<file path="config.mk">
export PLATFORM = sky130hd
export DESIGN_NAME = z80_io_cycle_ctl
export DESIGN_NICKNAME = d
export VERILOG_FILES = /design/src/rtl/z80_io_pkg.sv /design/src/rtl/z80_io_cycle_ctl_sync2.sv /design/src/rtl/z80_io_cycle_ctl.sv
export SDC_FILE = /design/constraint.sdc
export NUM_CORES = 1
export LEC_CHECK = 0
export CORE_ASPECT_RATIO = 1.75
export CORE_UTILIZATION = 40
export CTS_CLUSTER_DIAMETER = 200
export CTS_CLUSTER_SIZE = 40
export DETAILED_ROUTE_END_ITERATION = 10
export PLACE_DENSITY = 0.69
export REMOVE_ABC_BUFFERS = 1
export SLEW_MARGIN = 30
export SYNTH_ARGS = -nofsm -noshare
export SYNTH_HDL_FRONTEND = slang
export SYNTH_SLANG_ARGS = --single-unit
</file>
<file path="constraint.sdc">
create_clock -name clock -period 2.3 [get_ports clock]
set_input_delay 0.46 -clock clock [delete_from_list [all_inputs] [get_ports clock]]
set_output_delay 0.46 -clock clock [all_outputs]
set_load 0.01 [all_outputs]
</file>
<file path="src/rtl/z80_io_pkg.sv">
// Shared types and widths for the Z80 I/O cycle front end.
package z80_io_pkg;

    localparam int ADDR_W = 8;
    localparam int DATA_W = 8;

    typedef enum logic [2:0] {
        IDLE,
        SETTLE,
        ACTIVE,
        HOLD,
        RELEASE
    } ioState_e;

endpackage

</file>
<file path="src/rtl/z80_io_cycle_ctl_sync2.sv">
// io_sync2: two-flop synchroniser for one asynchronous, active-low Z80 control line.
// Resets to 1 so an idle bus is seen while the flops are held in reset.
module io_sync2 (
    input  logic clock,
    input  logic reset_n,
    input  logic asyncIn,
    output logic syncOut
);

    logic meta;

    // Two back-to-back flops give the first stage a full clock to settle.
    always_ff @(posedge clock or negedge reset_n) begin
        // NOTE: non-blocking assignments make both flops sample the old values
        // at the same edge; blocking ones would collapse the chain to one stage.
        if (!reset_n) begin
            meta    <= 1'b1;
            syncOut <= 1'b1;
        end else begin
            meta    <= asyncIn;
            syncOut <= meta;
        end
    end

endmodule

</file>
<file path="src/rtl/z80_io_cycle_ctl.sv">
// z80_io_cycle_ctl: qualifies Z80 I/O cycles into clean clock-domain strobes,
// latches port address and write data, and stretches _WAIT for a programmable
// minimum plus any peripheral busy time.
// Optional feature: define IO_TIMEOUT_EN to add a busy watchdog that forces
// _WAIT high after TIMEOUT_CYCLES busy clocks and sets the sticky io_timeout.
module z80_io_cycle_ctl
    import z80_io_pkg::*;
#(
    parameter int WAIT_CYCLES    = 4,
    parameter int TIMEOUT_CYCLES = 1023
) (
    input  logic              clock,
    input  logic              reset_n,
    input  logic              cpu_iorq_n,
    input  logic              cpu_rd_n,
    input  logic              cpu_wr_n,
    input  logic              cpu_m1_n,
    input  logic [ADDR_W-1:0] cpu_addr,
    input  logic [DATA_W-1:0] cpu_dout,
    input  logic              periph_busy,
    output logic [ADDR_W-1:0] address,
    output logic              ioread,
    output logic              iowrite,
    output logic              io_rd_pulse,
    output logic              io_wr_pulse,
    output logic [DATA_W-1:0] wr_data,
    output logic              cpu_wait_n,
    output logic              io_timeout
);

    localparam int               CNT_W     = $clog2(WAIT_CYCLES + 1);
    localparam logic [CNT_W-1:0] WAIT_LOAD = CNT_W'(WAIT_CYCLES);

    // Reject configurations the counters cannot represent.
    if (WAIT_CYCLES < 1 || TIMEOUT_CYCLES < 1 || TIMEOUT_CYCLES > 1023) begin : gBadParams
        $error("z80_io_cycle_ctl: WAIT_CYCLES or TIMEOUT_CYCLES out of range");
    end

    logic syncIorq, syncRd, syncWr, syncM1;
    logic prevRd, prevWr, prevM1;
    ioState_e state, stateNext;
    logic [CNT_W-1:0] waitCnt, waitCntNext, waitCntDec;
    logic waitNNext, ioreadNext, iowriteNext, rdPulseNext, wrPulseNext, latchEn, stable;

    io_sync2 uIorqSync (.clock(clock), .reset_n(reset_n), .asyncIn(cpu_iorq_n), .syncOut(syncIorq));
    io_sync2 uRdSync   (.clock(clock), .reset_n(reset_n), .asyncIn(cpu_rd_n),   .syncOut(syncRd));
    io_sync2 uWrSync   (.clock(clock), .reset_n(reset_n), .asyncIn(cpu_wr_n),   .syncOut(syncWr));
    io_sync2 uM1Sync   (.clock(clock), .reset_n(reset_n), .asyncIn(cpu_m1_n),   .syncOut(syncM1));

`ifdef IO_TIMEOUT_EN
    localparam logic [9:0] WDOG_LAST = 10'(TIMEOUT_CYCLES - 1);
    logic [9:0] wdog, wdogNext;
    logic       timeoutNext;
`endif

    // The control lines must read the same on two consecutive clocks before a cycle qualifies.
    assign stable     = (syncRd == prevRd) && (syncWr == prevWr) && (syncM1 == prevM1);
    assign waitCntDec = (waitCnt == '0) ? '0 : waitCnt - 1'b1;

    // Next-state and next-output decode for the I/O cycle FSM.
    always_comb begin
        // NOTE: every signal gets a default first so no path leaves one unassigned
        // and infers a latch.
        stateNext   = state;
        waitNNext   = cpu_wait_n;
        ioreadNext  = ioread;
        iowriteNext = iowrite;
        rdPulseNext = 1'b0;
        wrPulseNext = 1'b0;
        waitCntNext = waitCnt;
        latchEn     = 1'b0;
`ifdef IO_TIMEOUT_EN
        wdogNext    = wdog;
        timeoutNext = io_timeout;
`endif
        case (state)
            IDLE: begin
                if (!syncIorq) begin
                    stateNext = SETTLE;
                    waitNNext = 1'b0;
                end
            end
            SETTLE: begin
                if (syncIorq) begin
                    stateNext = IDLE;
                    waitNNext = 1'b1;
                end else if (stable) begin
                    if (!syncM1 || (!syncRd && !syncWr)) begin
                        // Interrupt acknowledge or an illegal rd+wr cycle: no strobes.
                        stateNext = RELEASE;
                        waitNNext = 1'b1;
                    end else if (syncRd != syncWr) begin
                        stateNext   = ACTIVE;
                        latchEn     = 1'b1;
                        ioreadNext  = !syncRd;
                        iowriteNext = !syncWr;
                        rdPulseNext = !syncRd;
                        wrPulseNext = !syncWr;
                        waitCntNext = WAIT_LOAD;
`ifdef IO_TIMEOUT_EN
                        wdogNext    = '0;
`endif
                    end
                end
            end
            ACTIVE: begin
                waitCntNext = waitCntDec;
                if (waitCntDec == '0) begin
                    if (!periph_busy) begin
                        stateNext = HOLD;
                        waitNNext = 1'b1;
                    end
`ifdef IO_TIMEOUT_EN
                    else if (wdog == WDOG_LAST) begin
                        stateNext   = HOLD;
                        waitNNext   = 1'b1;
                        timeoutNext = 1'b1;
                    end else begin
                        wdogNext = wdog + 1'b1;
                    end
`endif
                end
            end
            HOLD: begin
                if (syncIorq) begin
                    stateNext   = IDLE;
                    ioreadNext  = 1'b0;
                    iowriteNext = 1'b0;
                end
            end
            RELEASE: begin
                waitNNext = 1'b1;
                if (syncIorq) stateNext = IDLE;
            end
            default: stateNext = IDLE;
        endcase
    end

    // State, counter and registered outputs.
    always_ff @(posedge clock or negedge reset_n) begin
        // NOTE: address and wr_data are ordinary flops, not a memory, so they take
        // a defined reset value like every other register here.
        if (!reset_n) begin
            state       <= IDLE;
            cpu_wait_n  <= 1'b1;
            ioread      <= 1'b0;
            iowrite     <= 1'b0;
            io_rd_pulse <= 1'b0;
            io_wr_pulse <= 1'b0;
            waitCnt     <= '0;
            address     <= '0;
            wr_data     <= '0;
            prevRd      <= 1'b1;
            prevWr      <= 1'b1;
            prevM1      <= 1'b1;
        end else begin
            state       <= stateNext;
            cpu_wait_n  <= waitNNext;
            ioread      <= ioreadNext;
            iowrite     <= iowriteNext;
            io_rd_pulse <= rdPulseNext;
            io_wr_pulse <= wrPulseNext;
            waitCnt     <= waitCntNext;
            prevRd      <= syncRd;
            prevWr      <= syncWr;
            prevM1      <= syncM1;
            if (latchEn) begin
                address <= cpu_addr;
                wr_data <= cpu_dout;
            end
        end
    end

`ifdef IO_TIMEOUT_EN
    // Busy watchdog counter and sticky timeout flag.
    always_ff @(posedge clock or negedge reset_n) begin
        if (!reset_n) begin
            wdog       <= '0;
            io_timeout <= 1'b0;
        end else begin
            wdog       <= wdogNext;
            io_timeout <= timeoutNext;
        end
    end
`else
    assign io_timeout = 1'b0;
`endif

endmodule

</file>
==> results of run 1 <==
area by class of cell:
type	count	area [sq um]	area share
multi-input cells	70	586	0.269
flip-flops and latches	38	966	0.444
repair buffers	47	473	0.217
inverters	3	11.3	0.00518
clock buffers	8	80.1	0.0368
well taps	48	60.1	0.0276
per-layer routing:
metal  vias to the layer above  GRT usage
met2                        34      0.282
met4                         0     0.0753
li1                        502          -
met3                         4     0.0532
met1                       546      0.169
met5                         -          0
synth_stat cells, types with 2 or more instances:
cell and n:
nor2_1 5, mux2_4 9, nand2_1 6, nor4_1 2
inv_1 3, nor3_1 2, and2_1 3, mux2_2 9
a21oi_1 2, dfstp_2 12, dfrtp_1 26, ha_1 3
xnor2_1 3, nand3b_1 2, nor4b_1 2, buf_6 2
o21ai_0 5, o22ai_1 2
critical path: stages (launching register included):
cell and delay (ps):
dfrtp_1 460, or4b_1 700, nor3_4 280, buf_12 190, mux2_2 340
flip-flops by register name, summed over array words and instances (netlist names), 3 cells and up:
signal	cells
address	8
wr_data	8
state	3
waitCnt	3
stage by stage:
step	hold WS, ps	utilization
global placement	346	0.542
CTS	357	0.563
floorplan	164	-
detailed placement	348	0.542
global route	359	0.563
finish	355	0.563
where the power goes:
part	switching (mW)	total, mW	leakage (nW)	internal, mW
Combinational	0.265	0.661	0.421	0.396
Sequential	0.0910	0.919	0.479	0.828
Clock	0.213	0.429	0.0395	0.215
Total	0.569	2.01	0.939	1.44
how the worst max path moves through the flow:
stage                            from         end  slack [ps]
after detailed placement  periph_busy    state[0]           5
after global placement    periph_busy    state[0]          70
after global routing         state[2]  address[2]         120
after CTS                    state[2]  address[2]         200
after floorplan              state[1]  address[0]          -8
final                        state[2]  address[2]         200
cell families (layout without fill, tap and decap cells):
group | after synthesis | in the layout | synth area share
compound gates | 14 | 14 | 0.0557
xor+xnor | 3 | 3 | 0.0162
fa+ha+maj | 3 | 3 | 0.0232
buf+inv | 8 | 58 | 0.0410
flops | 38 | 38 | 0.597
mux | 18 | 18 | 0.146
other cells | 1 | 1 | 0.00232
simple gates | 31 | 31 | 0.118
==> results.sh, run 1 <==
export IMPL_status="finished clean"
export IMPL_power_density_nw_per_um2=923
export IMPL_cts_resized=0
export IMPL_m1WireLength_mm=1.16
export IMPL_grt_ovfl_total=0
export IMPL_hpwl_mm=2.20
export IMPL_fp_dieW_um=50.1
export IMPL_period_needed_ps=2100
export IMPL_rsz0062_at_grt="false"
export IMPL_cp_arrival_ps=2260
export IMPL_yosysWarnings=0
export IMPL_initial_core_util=0.418
export IMPL_crit_path_max_fanout=17
export IMPL_cts_max_level=2
export IMPL_maxCapViolations=0
export IMPL_cts_sinks=38
export IMPL_routabilityCongestion=0.840
export IMPL_drt_first_iter_violations=13
export IMPL_drc=0
export IMPL_synth_seq_area_share=0.597
export IMPL_path_class="flop to flop"
export IMPL_layout_drive_gt1_share=0.253
export IMPL_die_area_sq_um=4310
export IMPL_synth_area_leaders="dfrtp_1, dfstp_2, mux2_4"
export IMPL_min_path_cells=0
export IMPL_fin_tns_setup_ps=0
export IMPL_yosys_area_top_type="dfrtp_1"
export IMPL_dp_cells=206
export IMPL_via_count=1086
export IMPL_p_total_mw=2.01
export IMPL_fmax_ghz=0.476
export IMPL_dr_pass1_iters=4
export IMPL_slew_violations=0
export IMPL_reg2reg_setup_slack_ps=200
export IMPL_port_buffers=43
export IMPL_ios=45
export IMPL_reg2reg_depth=4
export IMPL_yosysTopAreaCellShare=0.402
export IMPL_slew_headroom=0.630
export IMPL_grt_max_degree=39
export IMPL_routed_wl_mm=3.02
export IMPL_place_area_sq_um=2100
export IMPL_wl_per_cell_um=14.1
export IMPL_synth_seq_cells=38
export IMPL_hold_viol_final=0
export IMPL_syn_area_per_cell_sq_um=13.9
export IMPL_hold_end="uIorqSync.syncOut"
export IMPL_synth_edf_count=0
export IMPL_wl_met3_um=151
export IMPL_grt_pass1_vias=1156
export IMPL_top_layer="met4"
export IMPL_layout_nets=191
export IMPL_hold_buffers=0
export IMPL_numCtsBuffers=5
export IMPL_core_sq_um=3870
export IMPL_cts_tree="done"
export IMPL_fin_crit_sh=0.913
export IMPL_cts_root_buffer="clkbuf_8"
export IMPL_cts_path_max_buffers=2
export IMPL_wl_met2_mm=1.66
export IMPL_layout_commonest_cell="clkdlybuf4s50_1"
export IMPL_reg2reg_to="address[2]"
export IMPL_yosys_most_used_dff="dfrtp_1"
export IMPL_clkTransAtPathRegs_ps=70
export IMPL_dieHeight_um=86.1
export IMPL_r2r_start="state[2]"
export IMPL_ir_worst_vdd_uv=526
export IMPL_synth_async_reset_ratio=1.00
export IMPL_grt_antenna_before_repair=0
export IMPL_fillers=354
export IMPL_timing_final_ws_setup_ps=199
export IMPL_cp_end_kind="flop"
export IMPL_min_from="uIorqSync.meta"
export IMPL_stdcell_count=214
export IMPL_syn_area_sq_um=1620
export IMPL_area_growth_pct=34.5
export IMPL_grt_pass1_wl_mm=5.15
export IMPL_worst_pin_slew_ps=550
export IMPL_hold_path_class="flop to flop"
export IMPL_track_usage=0.161
export IMPL_clock_skew_ps=8.60
export IMPL_rows=30
export IMPL_fin_area_sq_um=2180
export IMPL_diodes=0
export IMPL_critPathLaunchType="flop"
export IMPL_syn_inst=116
export IMPL_vias_per_cell=5.07
export IMPL_required_ps=2460
export IMPL_finalSetupViolations=0
export IMPL_insertion_delay_ps=280
export IMPL_synth_cell_type_count=36
export IMPL_postCtsSetupBuffers=0
export IMPL_final_cell_mix="clkdlybuf4s50_1, dfrtp_1, dfstp_2, mux2_4, mux2_2"
export IMPL_p_leak_nw=0.939
export IMPL_ant_nets=0
export IMPL_dpl_worst_slack_ps=4.79
No activity file was read; power rests on OpenSTA's default activity.
==> run 2: changes to the inputs <==
--- a/config.mk
+++ b/config.mk
@@ -7,10 +7,12 @@
 export LEC_CHECK = 0
 export CORE_ASPECT_RATIO = 1.75
 export CORE_UTILIZATION = 40
+export CTS_BUF_LIST = sky130_fd_sc_hd__clkbuf_16
 export CTS_CLUSTER_DIAMETER = 200
 export CTS_CLUSTER_SIZE = 40
 export DETAILED_ROUTE_END_ITERATION = 10
 export PLACE_DENSITY = 0.69
+export RECOVER_POWER = 100
 export REMOVE_ABC_BUFFERS = 1
 export SLEW_MARGIN = 30
 export SYNTH_ARGS = -nofsm -noshare
==> run 2 against run 1 <==
First-iteration DRC count down 23%. Utilization up 0.61 points. Sequential cell count is the same. Sequential share of layout area down 0.48 points.
==> results.sh, run 2 (synthesized netlist as in run 1, its figures left out) <==
export IMPL_grt_pass1_vias=1160
export IMPL_maxCapViolations=0
export IMPL_dpl_worst_slack_ps=4.79
export IMPL_core_sq_um=3870
export IMPL_insertion_delay_ps=270
export IMPL_rows=30
export IMPL_hpwl_mm=2.20
export IMPL_slowest_delay_ps=700
export IMPL_final_cell_mix="dfrtp_1, dlygate4sd3_1, clkdlybuf4s50_1, mux2_2, dfstp_2"
export IMPL_ant_nets=0
export IMPL_dp_cells=206
export IMPL_grt_antenna_before_repair=0
export IMPL_numCtsBuffers=5
export IMPL_port_buffers=43
export IMPL_initial_core_util=0.418
export IMPL_p_leak_nw=1.03
export IMPL_worstSetupStartpoint="state[2]"
export IMPL_grt_max_degree=39
export IMPL_crit_chain="or4b_1 > nor3_4 > buf_12 > mux2_1"
export IMPL_cts_sinks=38
export IMPL_critPathLaunchType="flop"
export IMPL_post_route_util=0.569
export IMPL_fillers=357
export IMPL_cts_path_max_buffers=2
export IMPL_wl_per_cell_um=14.5
export IMPL_cts_tree="done"
export IMPL_timing_final_ws_setup_ps=203
export IMPL_postCtsSetupBuffers=0
export IMPL_stdcell_count=214
export IMPL_drc=0
export IMPL_slew_violations=0
export IMPL_whs_ps=353
export IMPL_cts_resized=0
export IMPL_hold_viol_final=0
export IMPL_via_count=1084
export IMPL_ir_worst_vdd_uv=683
export IMPL_period_needed_ps=2100
export IMPL_dieHeight_um=86.1
export IMPL_status="finished clean"
export IMPL_hold_buffers=0
export IMPL_cp_end_kind="flop"
export IMPL_cp_arrival_ps=2240
export IMPL_multi_input_area_sq_um=556
export IMPL_worst_pin_slew_ps=903
export IMPL_die_area_sq_um=4310
export IMPL_diodes=0
export IMPL_power_density_nw_per_um2=969
export IMPL_routed_wl_mm=3.10
export IMPL_hold_path_class="flop to flop"
export IMPL_layout_drive_gt1_share=0.187
export IMPL_min_from="uIorqSync.meta"
export IMPL_dr_pass1_iters=4
export IMPL_clkTransAtPathRegs_ps=50
export IMPL_routabilityCongestion=0.840
export IMPL_fp_dieW_um=50.1
export IMPL_required_ps=2450
export IMPL_cp_slowest_cell="or4b_1"
export IMPL_grt_ovfl_total=0
export IMPL_clock_skew_ps=5.38
export IMPL_drt_first_iter_violations=10
export IMPL_slew_headroom=0.398
export IMPL_p_total_mw=2.13
export IMPL_cts_root_buffer="clkbuf_16"
export IMPL_layout_nets=191
export IMPL_area_growth_pct=36.0
export IMPL_seq_area_sq_um=966
export IMPL_r2r_start="state[2]"
export IMPL_vias_per_cell=5.07
export IMPL_fmax_ghz=0.477
export IMPL_finalSetupViolations=0
export IMPL_rsz0062_at_grt="false"
export IMPL_fin_crit_sh=0.912
export IMPL_grt_pass1_wl_mm=5.30
export IMPL_path_class="flop to flop"
export IMPL_track_usage=0.166
export IMPL_cts_max_level=2
export IMPL_reg_top3="address: 8 flops, wr_data: 8 flops"
export IMPL_ios=45
export IMPL_crit_path_max_fanout=17
-- run 2: per-layer routing --
layer	track usage	wire, um
met5	0	0
met4	0.0831	48
met3	0.0479	161
met2	0.291	1760
met1	0.177	1130
-- run 2: path summary, 6_finish.rpt --
kind | to | slack [ps] | depth (start not counted)
max in group asynchronous | address[1] | 890 | 2
worst min-delay path | uIorqSync.syncOut | 350 | 0
worst max register to register | address[3] | 200 | 4
worst max-delay path | address[3] | 200 | 4
min in group asynchronous | ioread | 840 | 2
worst min register to register | uIorqSync.syncOut | 350 | 0
-- run 2: critical path, delay by kind of cell, from the launching register on --
family	cells	cell delay [ps]
simple gates	2	980
flops	1	450
mux	1	350
buf+inv	1	180
-- run 2: power by group --
part | switching, mW | leakage (nW) | total (mW) | internal (mW)
combinational | 0.266 | 0.478 | 0.596 | 0.329
clock | 0.233 | 0.0776 | 0.622 | 0.389
sequential | 0.0866 | 0.477 | 0.914 | 0.828
-- run 2: area by class of cell --
| cell class | instances | area share |
|---|---|---|
| clock buffers | 5 | 0.0569 |
| clock inverters | 3 | 0.00512 |
| inverters | 3 | 0.00512 |
| multi-input cells | 70 | 0.253 |
| flip-flops and latches | 38 | 0.439 |
| well taps | 48 | 0.0273 |
| repair buffers | 47 | 0.214 |
-- run 2: per-stage QoR --
stage	setup TNS, ps	area (sq um)
after floorplan	-56.8	1560
after global placement	0	2100
after detailed placement	0	2100
after CTS	0	2230
after global routing	0	2200
final	0	2200
